[src/rtl/series_engine.sv]
// series_engine: self-sequencing unsigned fixed-point power-series evaluator.
//   result = sum_k (+/-) term_k, term_0 = start_odd ? x : ONE,
//   term_{k+1} = ((term_k * x^2) >> FRAC) * c[k] >> CW. Stops early when a
//   term falls below the latched threshold, or after N_TERMS terms.
// Ports:
//   clk, rst (async, active-low)
//   start/x/thresh/sign_alt/start_odd : run request and its arguments
//   coef_we/coef_addr/coef_wdata      : coefficient table write (IDLE/DONE only)
//   busy, done, result, terms_used, sat : run status and result
module series_engine #(
  parameter int W       = 10,
  parameter int FRAC    = 8,
  parameter int CW      = 8,
  parameter int TW      = 8,
  parameter int N_TERMS = 8,
  parameter int AW      = 3
) (
  input  logic          clk,
  input  logic          rst,
  input  logic          start,
  input  logic [W-1:0]  x,
  input  logic [TW-1:0] thresh,
  input  logic          sign_alt,
  input  logic          start_odd,
  input  logic          coef_we,
  input  logic [AW-1:0] coef_addr,
  input  logic [CW-1:0] coef_wdata,
  output logic          busy,
  output logic          done,
  output logic [W-1:0]  result,
  output logic [AW:0]   terms_used,
  output logic          sat
);

  localparam logic [2:0] S_IDLE  = 3'd0;
  localparam logic [2:0] S_SQR   = 3'd1;
  localparam logic [2:0] S_CHECK = 3'd2;
  localparam logic [2:0] S_MUL_X = 3'd3;
  localparam logic [2:0] S_MUL_C = 3'd4;
  localparam logic [2:0] S_DONE  = 3'd5;

  localparam logic [W-1:0] ONE = W'(1) << FRAC;

  logic [2:0]    state_q, state_d;
  logic [W-1:0]  x_q, x_d, x2_q, x2_d, term_q, term_d, result_q, result_d;
  logic [TW-1:0] thresh_q, thresh_d;
  logic          sign_alt_q, sign_alt_d, start_odd_q, start_odd_d, sat_q, sat_d;
  logic [AW-1:0] k_q, k_d;
  logic [AW:0]   terms_used_q, terms_used_d;
  logic [CW-1:0] coef_q [N_TERMS];
  logic [CW-1:0] coef_d [N_TERMS];

  // Single shared multiplier: x*x in SQR, term*x2 in MUL_X, term*c[k] in MUL_C.
  logic [W-1:0]   mul_a, mul_b, mul_res;
  logic [2*W-1:0] prod, prod_sh;
  logic           mul_sat;
  logic [W:0]     acc_sum;
  logic [W-1:0]   acc_res;
  logic           acc_sub, acc_sat;

  always_comb begin
    mul_a = (state_q == S_SQR) ? x_q : term_q;
    mul_b = x2_q;
    if (state_q == S_SQR)   mul_b = x_q;
    if (state_q == S_MUL_C) mul_b = W'(coef_q[k_q]);
    prod    = {{W{1'b0}}, mul_a} * {{W{1'b0}}, mul_b};
    prod_sh = (state_q == S_MUL_C) ? (prod >> CW) : (prod >> FRAC);
    mul_sat = |prod_sh[2*W-1:W];
    mul_res = mul_sat ? '1 : prod_sh[W-1:0];

    // Odd-indexed terms subtract in alternating mode; both directions clamp.
    acc_sub = sign_alt_q & k_q[0];
    acc_sum = {1'b0, result_q} + {1'b0, term_q};
    if (acc_sub) begin
      acc_sat = term_q > result_q;
      acc_res = acc_sat ? '0 : result_q - term_q;
    end else begin
      acc_sat = acc_sum[W];
      acc_res = acc_sat ? '1 : acc_sum[W-1:0];
    end
  end

  always_comb begin
    state_d      = state_q;
    x_d          = x_q;
    x2_d         = x2_q;
    term_d       = term_q;
    result_d     = result_q;
    thresh_d     = thresh_q;
    sign_alt_d   = sign_alt_q;
    start_odd_d  = start_odd_q;
    sat_d        = sat_q;
    k_d          = k_q;
    terms_used_d = terms_used_q;
    coef_d       = coef_q;

    if (coef_we && (state_q == S_IDLE || state_q == S_DONE) &&
        ({1'b0, coef_addr} < (AW+1)'(N_TERMS)))
      coef_d[coef_addr] = coef_wdata;

    case (state_q)
      S_IDLE: if (start) begin
        x_d          = x;
        thresh_d     = thresh;
        sign_alt_d   = sign_alt;
        start_odd_d  = start_odd;
        result_d     = '0;
        terms_used_d = '0;
        sat_d        = 1'b0;
        state_d      = S_SQR;
      end
      S_SQR: begin
        x2_d    = mul_res;
        sat_d   = sat_q | mul_sat;
        term_d  = start_odd_q ? x_q : ONE;
        k_d     = '0;
        state_d = S_CHECK;
      end
      S_CHECK: begin
        if (term_q < W'(thresh_q)) begin
          state_d = S_DONE;
        end else begin
          result_d     = acc_res;
          sat_d        = sat_q | acc_sat;
          terms_used_d = {1'b0, k_q} + (AW+1)'(1);
          state_d      = (k_q == AW'(N_TERMS-1)) ? S_DONE : S_MUL_X;
        end
      end
      S_MUL_X: begin
        term_d  = mul_res;
        sat_d   = sat_q | mul_sat;
        state_d = S_MUL_C;
      end
      S_MUL_C: begin
        term_d  = mul_res;
        sat_d   = sat_q | mul_sat;
        k_d     = k_q + AW'(1);
        state_d = S_CHECK;
      end
      default: state_d = S_IDLE;  // S_DONE and illegal codes
    endcase
  end

  always_ff @(posedge clk or negedge rst) begin
    if (!rst) begin
      state_q      <= S_IDLE;
      x_q          <= '0;
      x2_q         <= '0;
      term_q       <= '0;
      result_q     <= '0;
      thresh_q     <= '0;
      sign_alt_q   <= 1'b0;
      start_odd_q  <= 1'b0;
      sat_q        <= 1'b0;
      k_q          <= '0;
      terms_used_q <= '0;
      for (int i = 0; i < N_TERMS; i++) coef_q[i] <= '0;
    end else begin
      state_q      <= state_d;
      x_q          <= x_d;
      x2_q         <= x2_d;
      term_q       <= term_d;
      result_q     <= result_d;
      thresh_q     <= thresh_d;
      sign_alt_q   <= sign_alt_d;
      start_odd_q  <= start_odd_d;
      sat_q        <= sat_d;
      k_q          <= k_d;
      terms_used_q <= terms_used_d;
      coef_q       <= coef_d;
    end
  end

  assign busy       = (state_q == S_SQR) || (state_q == S_CHECK) ||
                      (state_q == S_MUL_X) || (state_q == S_MUL_C);
  assign done       = (state_q == S_DONE);
  assign result     = result_q;
  assign terms_used = terms_used_q;
  assign sat        = sat_q;

endmodule

[config.mk]
export PLATFORM = sky130hd
export DESIGN_NAME = series_engine
export DESIGN_NICKNAME = d
export VERILOG_FILES = /design/src/rtl/series_engine.sv
export SDC_FILE = /design/constraint.sdc
export NUM_CORES = 1
export LEC_CHECK = 0
export BUFFER_PORTS_ARGS = -buffer_cell sky130_fd_sc_hd__buf_2
export CAP_MARGIN = 15
export CORE_MARGIN = 5
export CORE_UTILIZATION = 33
export CTS_BUF_LIST = sky130_fd_sc_hd__clkbuf_16
export CTS_CLUSTER_DIAMETER = 40
export DETAILED_ROUTE_END_ITERATION = 10
export MAX_ROUTING_LAYER = met4
export PLACE_DENSITY = 0.59
export SLEW_MARGIN = 10
export SYNTH_ARGS = -nofsm -noshare
export SYNTH_HDL_FRONTEND = slang
export SYNTH_SLANG_ARGS = --single-unit
export TNS_END_PERCENT = 5
[constraint.sdc]
create_clock -name clk -period 6.5 [get_ports clk]
set_clock_uncertainty 0.2 [all_clocks]
set_input_delay 0 -clock clk [delete_from_list [all_inputs] [get_ports clk]]
set_output_delay 0 -clock clk [all_outputs]
set_load 0.05 [all_outputs]
== Yosys cells after proc, flatten, opt, wreduce, memory -nomap -nowiden ==
Cells that the tools add are included.
Storage, ports and cells
  register bits after elaboration: 125
  latch bits: 0
  RAM bits: 0
  ROM bits: 0
  bits of input ports: 35
  output and inout bits: 17
  word-level logic and storage cells: 90
  memories kept: 0
Operators by class
  add/sub/neg operators: 4
  $mul: 1
  divide/modulo/power cells: 0
  order comparisons: 5
  equal/unequal tests: 8
  shifts and indexed selects: 0
  muxes and demuxes: 30
  bitwise gates (word level): 5
  reductions and logical operators: 18
Operators with widths (count)
  $mux W10: 10
  $bwmux W64: 1
  $pmux W10 S2: 2
  $bmux W8 S3: 1
  $demux W8 S3: 1
  $mux W8: 3
  $mul A10 B10 Y20: 1
  $pmux W3 S4: 1
  $add A10 B10 Y11: 1
  $gt A10 B10 Y1: 1
  $lt A10 B8 Y1: 1
  $sub A10 B10 Y10: 1
  $eq A3 B3 Y1 const B: 3
  $mux W3: 3
  $ge A4 B4 Y1 const B: 2
  $mux W4: 2
  $not A3 Y4: 2
  $pmux W4 S2: 1
  $eq A3 B2 Y1 const B: 2
  $pmux W3 S2: 1
  $reduce_and A3 Y1: 2
  $reduce_bool A2 Y1: 3
  $reduce_or A2 Y1: 3
  $add A3 B1 Y4 const B: 1
  14 further kinds: 22

== Logic depth before layout (Yosys ltp) ==
  word-level depth: 9
  gate-level depth with buffers: 28
  depth with buffers taken out: 26

== Worst setup path before layout ==
No wires, ideal clock.
  path type: register -> register
  from: register k_q[0]
  to: register x2_q[9]
  library setup time: 0.141 ns
  arrival time: 6.803 ns
  data required time: 6.159 ns
  slack: -0.644 ns
  stages on the path, launching flop included: 26
  path buffers: 3
  period minus slack after synthesis: 7.144 ns
  cells stage by stage: dfrtp_1 buf_6 buf_2 buf_2 mux4_2 mux2_2 o21ai_1 or2_2 fa_1 fa_1 inv_1 fa_1 fa_1 inv_1 fa_1 inv_1 ha_1 o21ai_0 nand2b_1 and3b_1 a41oi_1 nand3_1 a21oi_1 o21ai_0 xnor2_1 a31oi_1
Between the ends
  cells in the longest elaborated chain, start to end: 8
RTL lines
  start: declaration: line 48  | logic [AW-1:0] k_q, k_d;
  start signal: assignment: line 168  | k_q <= k_d;
  $not A3 Y4 (implied by the code) *: line 65  | if (state_q == S_MUL_C) mul_b = W'(coef_q[k_q]);
  $bmux W8 S3 *: line 65
  $mux W8 (implied by the code) * (2 in a row): line 65
  $mux W10 *: line 65
  $mul A10 B10 Y20 *: line 66  | prod = {{W{1'b0}}, mul_a} * {{W{1'b0}}, mul_b};
  $reduce_or A2 Y1: line 68  | mul_sat = |prod_sh[2*W-1:W];
  $mux W10 *: line 69  | mul_res = mul_sat ? '1 : prod_sh[W-1:0];
  end signal: assignment: line 148  | x2_q <= '0;
  end signal: assignment: line 161  | x2_q <= x2_d;
  end: declaration: line 45  | logic [W-1:0] x_q, x_d, x2_q, x2_d, term_q, term_d, result_q, result_d;
Mark *: on every way between the ends. The rest lies on a longest branch, timed or not. The select of a mux whose other input is x is not followed.
A chain may end at the register's enable or synchronous reset.

== Worst setup path in the final report ==
  from: register k_q[0]
  to: register term_q[0]
Between the ends
  cells in the longest elaborated chain, start to end: 9
RTL lines
  $not A3 Y4 (implied by the code) *: line 65
  $bmux W8 S3 *: line 65
  $mux W8 (implied by the code) * (2 in a row): line 65
  $mux W10 *: line 65
  $mul A10 B10 Y20 *: line 66
  $reduce_or A2 Y1: line 68
  $mux W10 *: line 69
  $pmux W10 S2 *: line 101  | case (state_q)
  end signal: assignment: line 162  | term_q <= term_d;
  end: declaration: line 45
Marked as above.

==> run summary <==
status: finished, violations left
failing checks: setup timing
GP Congestion: 0.925
Cell Rows: 63
R2R depth: 25
Global Route Usage Sum: 0.172
fin. max-slew vios: 0
drt total wl: 27,600 um
# IOs: 52
busiest grt layer: met2
Via-to-Cell Ratio: 5.13
Initial Util: 0.336
post-synthesis sequential area ratio: 0.314
DRC marker count from the first detailed-route iteration: 403
EDFF count, synth: 0
share of cells above drive strength 1: 0.327
vias in the first global route: 8,316
root buffer cell: clkbuf_16
Post-route DRC: 0
YS warnings: 0
Yosys reg bits: 125
initial antenna violation count: 0
CP startpoint kind: flip-flop
core area: 29,700 um^2
r2r setup slk: -9 ps
r2r endpoint: term_q[0]
CTS Sinks: 125
Num CTS Buffers: 17
Setup crit end kind: flip-flop
area delta synth->final: 30.3%
syn nets: 1,152
worst skew pair latency: 420 ps
DP HPWL: 20,800 um
H-tree levels: 4
Worst-path clk slew: 60 ps
first-pass GRT wire length: 45,000 um
Final Hold Fails: 0
setup repair after global routing missed its margin: true
Mapped Avg Cell Area: 10.3 um^2
Clock Tree Buf Depth: 2
Layout Nets: 1,340
largest net degree at the start of global routing: 75
Crit Path Category: flip-flop to flip-flop
fmax: 0.154 GHz
met1 usage: 0.231
CP arrival: 6580 ps
Async SR Flop Fraction: 1.00
final setup fails: 1
CTS tree: done
worst setup margin: -9.38 ps
Least-Margin Pin Slew: 945 ps
Antenna Violating Nets Remaining: 0
critical path fanouts, max: 6
Netlist Area Pre-Place: 9980 um^2
Slew Limit Headroom: 0.370
Die W: 184 um
CP required: 6570 ps
Detailed Routing Iterations Pass 1: 5
grt met3 use: 0.0301
via count: 8,023
total gr overflow: 0
PortBufs: 51
ys flop type: dfrtp_1
ANT cells: 0
Max Cap Viol: 0
die height: 184 um
fillers: 2,772
crit share post-route: 1.00
Routed WL per cell: 17.7 um
die area: 33,800 um^2
TNS Setup: -9.38 ps
Synth Instances: 972
Worst Hold Class: input port to async pin
R2R Path Start: k_q[0]
M2 GR Usage: 0.270
Final Critical Period: 6510 ps
count of cell types in the netlist: 71
Yosys cell counts, types with 4 or more instances:
library cell	instances	area [um^2]
a21o_1	18	135
a21oi_1	44	220
a221oi_1	10	87.6
a22o_1	11	96.3
a31oi_1	20	125
and2_1	15	93.8
and3_1	10	62.6
buf_2	5	25.0
clkbuf_1	26	97.6
dfrtp_1	125	3130
fa_1	63	1260
ha_1	82	1030
inv_1	90	338
mux2_1	10	113
mux2_2	73	822
mux2i_1	9	90.1
mux4_2	13	293
nand2_1	65	244
nand2b_1	21	131
nor2_1	92	345
nor2b_1	14	87.6
nor3_1	11	55.1
nor4_1	4	25.0
o21ai_0	23	115
o21ai_1	15	75.1
o21bai_1	6	45.0
o22ai_1	7	43.8
or2_2	7	43.8
or3_1	4	25.0
xnor2_1	13	114
xor2_1	5	43.8
cell usage in the layout, fill, tap and decap left out, drive strengths merged, types with 10 or more instances in the layout:
master,n
buf,172
dfrtp,125
inv,97
nor2,93
mux2,83
ha,82
nand2,65
fa,63
a21oi,44
o21ai,38
dlygate4sd3,34
nand2b,21
a31oi,20
a21o,18
clkbuf,17
and2,16
nor2b,14
mux4,13
xnor2,13
a22o,11
nor3,11
a221oi,10
and3,10
timing repair:
item / 4_1_cts / 5_1_grt
setup buffers: 18 / 4
setup endpoints to repair: 21 / 21
endpoints found under the hold margin: 159 / 0
gates resized for setup: 47 / 55
pin swaps: 42 / 47
hold buffers: 34 / 0
gates cloned: 2 / 0
area by class of cell:
| class | instances | area, um^2 | share of cell area |
|---|---|---|---|
| multi-input cells | 720 | 6830 | 0.525 |
| flip-flops and latches | 125 | 3130 | 0.241 |
| repair buffers | 206 | 1640 | 0.126 |
| well taps | 390 | 488 | 0.0375 |
| clock buffers | 17 | 425 | 0.0327 |
| inverters | 90 | 338 | 0.0260 |
| clock inverters | 15 | 155 | 0.0119 |
metrics by stage:
step | setup WS (ps) | cell area [um^2] | std cells | hold WS [ps] | utilization
after detailed placement | -208 | 11400 | 1476 | 0.798 | 0.384
after global routing | -184 | 13000 | 1563 | 154 | 0.437
after global placement | -202 | 11400 | 1476 | -3.81 | 0.384
final | -9.38 | 13000 | 1563 | 61.0 | 0.437
after CTS | -2.49 | 12700 | 1562 | 87.9 | 0.427
after floorplan | 26.0 | 10100 | 972 | -496 | -
worst max-delay path: stages (launching register included):
cell     delay [ps]
dfrtp_1         410
buf_12          130
buf_12          110
mux4_2          490
mux2_4          300
o21ai_4         210
buf_6           130
buf_6            90
nor2_1           50
fa_1            560
fa_1            450
fa_1            540
fa_1            470
ha_4            310
ha_4            200
buf_4           130
nand2_2          80
o21ai_2          70
a221o_1         330
a21oi_2         220
o211a_1         250
nand3_2         100
o31ai_2          70
buf_4           200
buf_12          150
a31oi_1          90
metal layers:
metal / up-vias / wire length [um] / share of wire
met5: - / 0 / 0
met1: 4044 / 12800 / 0.46
met4: 0 / 490 / 0.018
li1: 3775 / - / -
met3: 31 / 1200 / 0.043
met2: 173 / 13100 / 0.48
cell families (layout without fill, tap and decap cells):
group	Yosys count	in the layout	synth area share
flip-flops	125	125	0.314
multiplexers	105	105	0.132
AO/OA/AOI/OAI	188	188	0.128
adder cells (fa/ha/maj)	145	145	0.229
AND/OR/NAND/NOR	264	264	0.131
XOR/XNOR	18	18	0.0158
buffers and inverters	127	328	0.0503
sequential cells by signal, indices dropped and copies added, names as in the netlist, 4 cells and up:
register	flops
thresh_q	8
x2_q	10
x_q	10
term_q	10
terms_used	4
coef_q	64
result	10
worst max path at each step:
stage / start / to / slack (ps) / cells past startpoint
after floorplan: k_q[0] / x2_q[9] / 30 / 25
after global placement: k_q[0] / sat / -200 / 22
after detailed placement: k_q[0] / sat / -210 / 22
after CTS: k_q[0] / sat / -2 / 25
after global routing: k_q[0] / term_q[0] / -180 / 27
final: k_q[0] / term_q[0] / -9 / 25
Power is not shown: default switching activity piles up to over one toggle a cycle in this logic, so the estimate is an artifact.
